--- src/rtl/serial_subtractor.sv ---
// Bit-serial 5-bit subtractor with borrow-in, LSB first, one bit per cycle.
// Valid/ready on both sides; the result is published all at once on completion.
module serial_subtractor (
    input  logic       clk,
    input  logic       rst_n,
    input  logic       in_valid,
    output logic       in_ready,
    input  logic [4:0] p,
    input  logic [4:0] q,
    input  logic       bin,
    output logic [5:0] r,
    output logic       ovf,
    output logic       out_valid,
    input  logic       out_ready,
    output logic       busy
);

    typedef enum logic [1:0] {
        IDLE,
        RUN,
        DONE
    } state_t;

    state_t     state;
    logic [4:0] p_reg;
    logic [4:0] q_reg;
    logic [4:0] diff;
    logic [2:0] cnt;
    logic       borrow;

    logic       a;
    logic       b;
    logic       d;
    logic       nb;
    logic       last;

    assign in_ready = (state == IDLE);

    assign a    = p_reg[cnt];
    assign b    = q_reg[cnt];
    assign d    = a ^ b ^ borrow;
    assign nb   = (~a & b) | (~a & borrow) | (b & borrow);
    assign last = (cnt == 3'd4);

    // Partial difference bits live in diff; r is only written on completion.
    always_ff @(posedge clk or negedge rst_n) begin
        if (!rst_n) begin
            state     <= IDLE;
            p_reg     <= '0;
            q_reg     <= '0;
            diff      <= '0;
            cnt       <= '0;
            borrow    <= 1'b0;
            r         <= '0;
            ovf       <= 1'b0;
            out_valid <= 1'b0;
            busy      <= 1'b0;
        end else begin
            unique case (state)
                IDLE: begin
                    if (in_valid) begin
                        p_reg  <= p;
                        q_reg  <= q;
                        borrow <= bin;
                        cnt    <= '0;
                        diff   <= '0;
                        busy   <= 1'b1;
                        state  <= RUN;
                    end
                end
                RUN: begin
                    diff[cnt] <= d;
                    borrow    <= nb;
                    cnt       <= cnt + 3'd1;
                    if (last) begin
                        r         <= {nb, d, diff[3:0]};
                        ovf       <= (p_reg[4] != q_reg[4]) & (d != p_reg[4]);
                        out_valid <= 1'b1;
                        busy      <= 1'b0;
                        state     <= DONE;
                    end
                end
                DONE: begin
                    if (out_ready) begin
                        out_valid <= 1'b0;
                        state     <= IDLE;
                    end
                end
                default: begin
                    state <= IDLE;
                end
            endcase
        end
    end

endmodule

--- config.mk ---
export PLATFORM = sky130hd
export DESIGN_NAME = serial_subtractor
export DESIGN_NICKNAME = d
export VERILOG_FILES = /design/src/rtl/serial_subtractor.sv
export SDC_FILE = /design/constraint.sdc
export NUM_CORES = 1
export LEC_CHECK = 0
export ABC_AREA = 1
export CORE_MARGIN = 1.5
export CORE_UTILIZATION = 33
export CTS_BUF_LIST = sky130_fd_sc_hd__clkbuf_4
export CTS_CLUSTER_DIAMETER = 60
export DETAILED_ROUTE_END_ITERATION = 10
export DONT_BUFFER_PORTS = 1
export GPL_TIMING_DRIVEN = 0
export PLACE_DENSITY_LB_ADDON = 0.25
export SYNTH_ARGS = -nofsm -noshare
export SYNTH_HDL_FRONTEND = slang
export SYNTH_SLANG_ARGS = --single-unit
--- constraint.sdc ---
create_clock -name clk -period 3.5 [get_ports clk]
set_input_delay 0.875 -clock clk [delete_from_list [all_inputs] [get_ports clk]]
set_output_delay 0.875 -clock clk [all_outputs]
set_load 0.02 [all_outputs]
==> results_dict.tcl <==
set metrics [dict create \
    wl_per_cell_um 12.3 \
    slowest_stage "fa_1" \
    drv_cap 0 \
    slew_violations 0 \
    cts_inserted_buffers 5 \
    hold_viol 0 \
    arrival_ns 2.28 \
    peakVddDrop_mv 0.292 \
    dieWidth_um 67.8 \
    gp_congestion 0.825 \
    outcome "completed" \
    areaGrowthSynthToFinish_pct 8.48 \
    wl_mm 2.81 \
    rsz0062_at_grt "no" \
    cts_max_level 2 \
    syn_inst 170 \
    required_ns 3.77 \
    setup_viol 0 \
    power.internal_w 0.000788 \
    mostFrequentLayoutCells "nand2_1 (74), dfrtp_1 (29), inv_1 (13)" \
    grt_pass1_wl_mm 4.87 \
    hp-class "in -> async" \
    max_stage_delay_ns 0.55 \
    total_power_w 0.00146 \
    detail-route-antenna-nets 0 \
    r2r_end "ovf" \
    nets 195 \
    path_clk_slew_ns 0.11 \
    core_sq_um 4030 \
    vias 1076 \
    drive_gt1_share_pct 12.9 \
    grt_max_degree 30 \
    io_pins 25 \
    grtUsageTotal_pct 14.7 \
    grt-ovfl-total 0 \
    cpMostUsedCell "nand3_1" \
    p_comb_share_pct 43.0 \
    fp.dieArea_sq_um 4600 \
    syn_avg_cell_area_sq_um 8.16 \
    relSlewSlack_pct 67.3 \
    clock_latency_ns 0.33 \
    worstSetupStartpointType "flop" \
    clock-skew-final_ns 0.0120 \
    io_buffers 0 \
    yosysWarnings 0 \
    finalCriticalPeriod_ns 2.01 \
    drt_iter0_markers 56 \
    diodes 0 \
    drcViolationCount 0 \
    cts_hold_buf 0 \
    ys.flop_type "dfrtp_1" \
    cts_num_sinks 29 \
    synth_cell_types 22 \
    ctsResizeCount 0 \
    root_buffer "clkbuf_4" \
    dp_hpwl_mm 2.09 \
    cts_max_path_buffers 2 \
    ys_seq_area_share_pct 52.3 \
    drt_pass1_iterations 4 \
    p_switching_w 0.000673 \
    layout_commonest_cell "nand2_1" \
    async_flop_share_pct 100 \
    pwr-share-clk_pct 13.6 \
    syn_nets 188 \
    path_cells "inv_1 -> nand3_1 -> nand3_1 -> a21oi_1 -> fa_1 -> o21ai_0 -> nand2_1 -> o21ai_1" \
    timing.rr.start "cnt[1]" \
    netlist_area_sq_um 1390 \
    final.setup.tns_ns 0 \
    finalCritPeriodShare_pct 57.5 \
    worstSetupPathType "reg -> reg" \
    p_leak_nw 0.781 \
    rows 23 \
    via_per_inst 4.72 \
    powerDensity_nw_per_um2 971 \
    initial_core_util_pct 34.4 \
    timing.fmax_mhz 497 \
    worstPathMaxFanout 8 \
    post_cts_buffers 0 \
    cts_tree "done" \
    cp-end-kind "flop" \
    worst_pin_slew_ns 0.485 \
    p_seq_share_pct 43.5 \
    first_global_vias 1081 \
    die_h_um 67.8 \
    largest_reg_flops 6 \
    reg2reg_slack_ns 1.49 \
    synth_edf_count 0 \
    antenna_found_initial 0 \
    swShare_pct 46.1 \
    synth-seq-cells 29 \
    reg2reg_depth 8 \
]
-- synth_stat cells (all sizes together) (2+ instances only) --
master	count	area, sq um
inv	15	56.3
buf	6	43.8
ha	2	25.0
dfrtp	29	726
nand2	77	297
nand3	11	55.1
nor2	9	51.3
a21oi	2	10.0
o21ai	11	58.8
nor3	2	10.0
nand4	3	18.8
-- power groups by stage --
stage / clock, W / combinational [W] / sequential (W)
after floorplan: 0 / 0.000517 / 0.000616
after global placement: 0 / 0.000625 / 0.000637
after detailed placement: 0 / 0.000641 / 0.000643
after CTS: 0.000208 / 0.000641 / 0.000637
after global routing: 0.000225 / 0.000736 / 0.000657
final: 0.000198 / 0.000627 / 0.000635
-- critical path, delay by kind of cell, from the launching register on --
kind | cells | cell delay, ns
AOI/OAI and AO/OA | 3 | 0.51
adders and majority gates | 1 | 0.55
and+or+nand+nor | 3 | 0.25
buffers and inverters | 1 | 0.12
DFF | 1 | 0.53
-- logic make-up after synthesis --
logic type,count (synthesis),synth area share [%]
buffers and inverters,21,7.21
adder cells (fa/ha/maj),3,3.25
AO/OA/AOI/OAI,14,5.50
flip-flops,29,52.3
AND/OR/NAND/NOR,102,31.1
XOR/XNOR,1,0.631
-- cell type report --
type / instances / area [sq um]
Buffer: 6 / 43.8
Sequential cell: 29 / 726
Inverter: 15 / 56.3
Multi-Input combinational cell: 120 / 562
Tap cell: 50 / 62.6
Fill cell: 446 / 2520
Clock inverter: 3 / 17.5
Clock buffer: 5 / 37.5
-- worst max-delay path by stage --
stage / start / endpoint / slack [ns] / cells after the start
global placement: cnt[2] / ovf / 1.51 / 9
floorplan: cnt[2] / ovf / 1.69 / 9
global route: cnt[1] / ovf / 1.26 / 8
finish: cnt[1] / ovf / 1.49 / 8
detailed placement: cnt[1] / ovf / 1.48 / 8
CTS: cnt[1] / ovf / 1.46 / 8
-- metrics by stage --
step	std cells	hold slack, ns	setup WS, ns	utilization, %	cell area, sq um
after CTS	228	0.205	1.46	37.4	1510
after global routing	228	0.182	1.26	37.4	1510
final	228	0.219	1.49	37.4	1510
after detailed placement	220	0.467	1.48	36.0	1450
after floorplan	170	0.442	1.69	-	1390
after global placement	220	0.463	1.51	36.0	1450
-- routing by layer --
layer	vias to the layer above	wire length (um)	global-route usage, %
li1	543	-	-
met1	507	1260	18.2
met2	21	1350	23.5
met3	5	153	5.10
met4	0	49	6.00
met5	-	0	0
Power figures use the tool's default switching activity.
